--- src/rtl/instr_fetch_unit.sv ---
// Instruction fetch stage: PC, single-outstanding imem request/response, prefetch FIFO, HALT detect.
// Optional consumer-accept counter (fetch_count) enabled by defining FETCH_PERF_EN.
module instr_fetch_unit #(
  parameter int                 ADDR_W   = 8,
  parameter int                 DEPTH    = 4,
  parameter logic [ADDR_W-1:0]  RESET_PC = '0
) (
  input  logic              clk,
  input  logic              rst,
  input  logic              en,
  output logic              imem_req,
  output logic [ADDR_W-1:0] imem_addr,
  input  logic              imem_rvalid,
  input  logic [15:0]       imem_rdata,
  output logic [15:0]       instr,
  output logic              instr_valid,
  input  logic              instr_ready,
  input  logic              redirect,
  input  logic [ADDR_W-1:0] redirect_addr,
`ifdef FETCH_PERF_EN
  output logic [15:0]       fetch_count,
`endif
  output logic              halted
);

  localparam int PW = (DEPTH > 1) ? $clog2(DEPTH) : 1;
  localparam int CW = PW + 1;
  localparam logic [CW-1:0] DEPTH_C = CW'(DEPTH);

  typedef enum logic [1:0] {S_IDLE, S_WAIT, S_HALT} state_t;

  state_t            state, state_nxt;
  logic              drop, drop_nxt;
  logic [ADDR_W-1:0] pc, pc_nxt;

  logic [15:0]       mem [DEPTH];
  logic [PW-1:0]     wr_ptr, rd_ptr;
  logic [CW-1:0]     count;
  logic              push, pop;

  always_comb begin
    state_nxt = state;
    drop_nxt  = drop;
    pc_nxt    = pc;
    push      = 1'b0;
    imem_req  = 1'b0;
    pop       = (count != '0) && instr_ready && !redirect;
    if (redirect) begin
      pc_nxt = redirect_addr;
      // A still-pending response must be swallowed; one arriving this cycle is already dropped.
      if (state == S_WAIT && !imem_rvalid) begin
        state_nxt = S_WAIT;
        drop_nxt  = 1'b1;
      end else begin
        state_nxt = S_IDLE;
        drop_nxt  = 1'b0;
      end
    end else begin
      case (state)
        S_IDLE: begin
          if (en && count < DEPTH_C) begin
            imem_req  = 1'b1;
            state_nxt = S_WAIT;
          end
        end
        S_WAIT: begin
          if (imem_rvalid) begin
            if (drop) begin
              drop_nxt  = 1'b0;
              state_nxt = S_IDLE;
            end else if (imem_rdata[15:12] == 4'b1111) begin
              state_nxt = S_HALT;
            end else begin
              push      = 1'b1;
              pc_nxt    = pc + ADDR_W'(1);
              state_nxt = S_IDLE;
            end
          end
        end
        S_HALT: ;
        default: state_nxt = S_IDLE;
      endcase
    end
  end

  always_ff @(posedge clk or posedge rst) begin
    if (rst) begin
      state <= S_IDLE;
      drop  <= 1'b0;
      pc    <= RESET_PC;
    end else begin
      state <= state_nxt;
      drop  <= drop_nxt;
      pc    <= pc_nxt;
    end
  end

  always_ff @(posedge clk or posedge rst) begin
    if (rst) begin
      wr_ptr <= '0;
      rd_ptr <= '0;
      count  <= '0;
    end else if (redirect) begin
      wr_ptr <= '0;
      rd_ptr <= '0;
      count  <= '0;
    end else begin
      if (push) wr_ptr <= wr_ptr + PW'(1);
      if (pop)  rd_ptr <= rd_ptr + PW'(1);
      case ({push, pop})
        2'b10:   count <= count + CW'(1);
        2'b01:   count <= count - CW'(1);
        default: count <= count;
      endcase
    end
  end

  always_ff @(posedge clk) begin
    if (push) mem[wr_ptr] <= imem_rdata;
  end

  assign imem_addr   = pc;
  assign instr_valid = (count != '0);
  assign instr       = instr_valid ? mem[rd_ptr] : 16'h0000;
  assign halted      = (state == S_HALT);

`ifdef FETCH_PERF_EN
  always_ff @(posedge clk or posedge rst) begin
    if (rst) begin
      fetch_count <= '0;
    end else if (pop && fetch_count != 16'hFFFF) begin
      fetch_count <= fetch_count + 16'd1;
    end
  end
`endif

endmodule

--- config.mk ---
export PLATFORM = sky130hd
export DESIGN_NAME = instr_fetch_unit
export DESIGN_NICKNAME = d
export VERILOG_FILES = /design/src/rtl/instr_fetch_unit.sv
export SDC_FILE = /design/constraint.sdc
export NUM_CORES = 1
export LEC_CHECK = 0
export ABC_AREA = 1
export BUFFER_PORTS_ARGS = -buffer_cell sky130_fd_sc_hd__clkbuf_2
export CAP_MARGIN = 25
export CORE_MARGIN = 2
export CORE_UTILIZATION = 61
export DETAILED_ROUTE_END_ITERATION = 10
export GPL_ROUTABILITY_DRIVEN = 0
export PLACE_DENSITY = 0.87
export RECOVER_POWER = 25
export SLEW_MARGIN = 40
export SYNTH_ARGS = -nofsm -noshare
export SYNTH_HDL_FRONTEND = slang
export SYNTH_SLANG_ARGS = --single-unit
--- constraint.sdc ---
create_clock -name clk -period 5.8 [get_ports clk]
set_input_delay 0.58 -clock clk [delete_from_list [all_inputs] [get_ports clk]]
set_output_delay 0.58 -clock clk [all_outputs]
set_load 0.01 [all_outputs]
==> flow_summary.toml <==
[run_status]
status = "completed"

[die]
die_y_um = 81.8
pin_count = 57
dieArea_um2 = 6690
start_util = 0.627
core.rowCount = 28
die_x_um = 81.8
core-area_um2 = 5890

[global_route]
grt.overflow.total = 0
busiest_layer = "met2"
grt_pass1_vias = 2591
grt_pass1_wl_um = 11800
grt_max_degree = 35
grt_use_met2 = 0.445
antenna_found_initial = 0
use_met3 = 0.0516
use_met1 = 0.271
grtUsageTotal = 0.242

[detailed_routing]
wl_per_cell_um = 15.6
drt_iter0_drc = 152
first_pass_iters = 4
drc = 0
routed_wl_um = 7410
antenna_left = 0
via_per_inst = 5.45
dr_total_vias = 2593

[finish]
fillers = 414
finalInstanceArea_um2 = 4200
nNetsFinal = 432
area_delta_synth_final_pct = 13.9
drive_gt1_frac = 0.209
diodes = 0
final_util = 0.714

[pwr]
power_frac_clock = 0.356
total_leakage_power_nw = 1.71
p_int_mw = 0.935
power_mw = 1.23
powerDensity_nw_per_um2 = 293
seqPwrFrac = 0.540
power_frac_comb = 0.104
netSwitchingPower_mw = 0.298
swShare = 0.242
peakVddDrop_mv = 0.180

[critical_path]
r2r_slack_ns = 3.50
arrival_ns = 2.12
cp_max_fo = 18
crit_path_start_kind = "flip-flop"
cp_num_cells = 5
critical_path_class = "reg2out"
timing.rr.end = "mem[3][2]$_DFFE_PP_"
worst_setup_path_end_kind = "output pin"
critical_path_required_ns = 5.22
ff2ff_path_depth = 8
rr_startpoint = "state[1]$_DFFE_PP0P_"
cp_slowest_cell = "dfrtp_1"
cp_cell_sequence = "inv_2, nor2_1, o21ai_0, a21oi_1, clkbuf_2"
path_buf_inv = 2
path_delay_family = "flip-flops"
slowest_delay_ns = 0.80

[clock_tree]
cts_root_buf = "clkbuf_8"
cts.sinks = 82
cts_setup_buffers = 0
postCtsHoldBufs = 0
cts_buffers = 9
htreeDepth = 3
post_cts_resized = 0
clk_latency_ns = 0.35
clockBufferDepth = 2
cts_tree = "done"
cts.clk_slew.worst_paths_ns = 0.08

[logic_synthesis]
synth_top_area_frac = 0.521
synth_area_leaders = "edfxtp_1 (52%), dfrtp_1 (12%), nor2_1 (7.6%)"
yosysSeqAreaShare = 0.643
ys_warn_count = 0
synth.cell_area_um2 = 3690
syn-num-nets = 374
synth_top_area_cell = "edfxtp_1"
synth_seq_cells = 82
yosysUniqueCellTypes = 34
avgSynthCellArea_um2 = 10.9
syn-instance-count = 338

[timing]
final.setup_skew_ns = 0.00838
min_period_ns = 2.70
finalCritPeriodShare = 0.466
hold_viol_final = 0
fmax_ghz = 0.370
setup_tns_ns = 0
slew_headroom = 0.483
finalSetupViolCount = 0
report.final.slew_viol_count = 0
rsz0062_at_grt = "false"
fin_hold_ws_ns = 0.223
worst_pin_slew_ns = 0.773

[placed_design]
port_buffers = 56
dpl-instance-area_um2 = 4010
post-dp-hpwl_um = 4920

[min_path]
hp-class = "in2async"

[flow_run]
cap_violations = 0
layout by cell type, fill, tap and decap left out, drive strengths merged:
cell type,n
o31ai,1
bufinv,2
nand2,46
or2,1
nor2,78
clkinvlp,2
xnor2,2
clkbuf,67
nor3,2
clkinv,2
inv,25
buf,4
xor2,3
o21ai,37
edfxtp,64
a21oi,19
ha,5
nand3,16
dfrtp,18
o32ai,1
a211oi,1
fa,1
o211ai,4
through the flow:
| stage | setup slack (ns) | cells |
|---|---|---|
| finish | 3.10 | 476 |
| global placement | 2.97 | 460 |
| floorplan | 3.63 | 338 |
| CTS | 2.90 | 476 |
| global route | 3.01 | 476 |
| detailed placement | 3.11 | 460 |
layout make-up:
cell class / count / area [um2] / share of cell area
Timing Repair Buffer: 60 / 294 / 0.0700
Tap cell: 75 / 93.8 / 0.0223
Multi-Input combinational cell: 217 / 1130 / 0.269
Clock inverter: 5 / 80.1 / 0.0191
Inverter: 26 / 100 / 0.0238
Clock buffer: 11 / 131 / 0.0313
Sequential cell: 82 / 2370 / 0.565
cell families after synthesis:
group | after synthesis | share of synthesized area
DFF | 82 | 0.643
xor gates and xnor gates | 5 | 0.0119
AOI/OAI and AO/OA | 63 | 0.0973
adders and majority gates | 6 | 0.0224
and+or+nand+nor | 143 | 0.174
buffers and inverters | 39 | 0.0519
worst reg2reg max path, delay by kind of cell (launching register included):
family	cells	cell delay, ns
and+or+nand+nor	5	1.13
buffers and inverters	3	0.49
DFF	1	0.38
cell usage after synthesis (all sizes together):
| cell type | number |
|---|---|
| bufbuf | 1 |
| xor2 | 3 |
| o32ai | 1 |
| buf | 9 |
| clkbuf | 3 |
| a21oi | 19 |
| xnor2 | 2 |
| nor2 | 78 |
| or2 | 1 |
| o21ai | 37 |
| fa | 1 |
| o31ai | 1 |
| ha | 5 |
| nand3 | 16 |
| inv | 26 |
| o211ai | 4 |
| nand2 | 46 |
| nor3 | 2 |
| edfxtp | 64 |
| a211oi | 1 |
| dfrtp | 18 |
worst max path at each step:
| stage | from | end | slack [ns] |
|---|---|---|---|
| 2_1_floorplan | imem_rdata[13] | mem[0][0]$_DFFE_PP_ | 3.63 |
| 3_3_place_gp | rd_ptr[0]$_DFFE_PP0P_ | instr[2] | 2.97 |
| 3_5_place_dp | imem_rdata[14] | mem[1][4]$_DFFE_PP_ | 3.11 |
| 4_1_cts | rd_ptr[0]$_DFFE_PP0P_ | instr[15] | 2.90 |
| 5_1_grt | rd_ptr[1]$_DFFE_PP0P_ | instr[14] | 3.01 |
| 6_report | rd_ptr[1]$_DFFE_PP0P_ | instr[15] | 3.10 |
routing by layer:
layer  vias up  routed length (um)
met1      1244                2910
li1       1259                   -
met2        84                3980
met5         -                   0
met3         6                 458
met4         0                  61
sequential cells by signal, summed over array words and instances, names as in the netlist:
name / count
count: 3
drop: 1
imem_addr: 8
mem: 64
rd_ptr: 2
state: 2
wr_ptr: 2
power by group through the flow:
stage / clock (mW) / sequential, mW / combinational (mW)
after floorplan: 0 / 0.674 / 0.0859
after global routing: 0.466 / 0.668 / 0.144
after global placement: 0 / 0.677 / 0.122
after CTS: 0.444 / 0.665 / 0.130
final: 0.439 / 0.666 / 0.128
after detailed placement: 0 / 0.678 / 0.128
No activity file was read; power rests on OpenSTA's default activity.
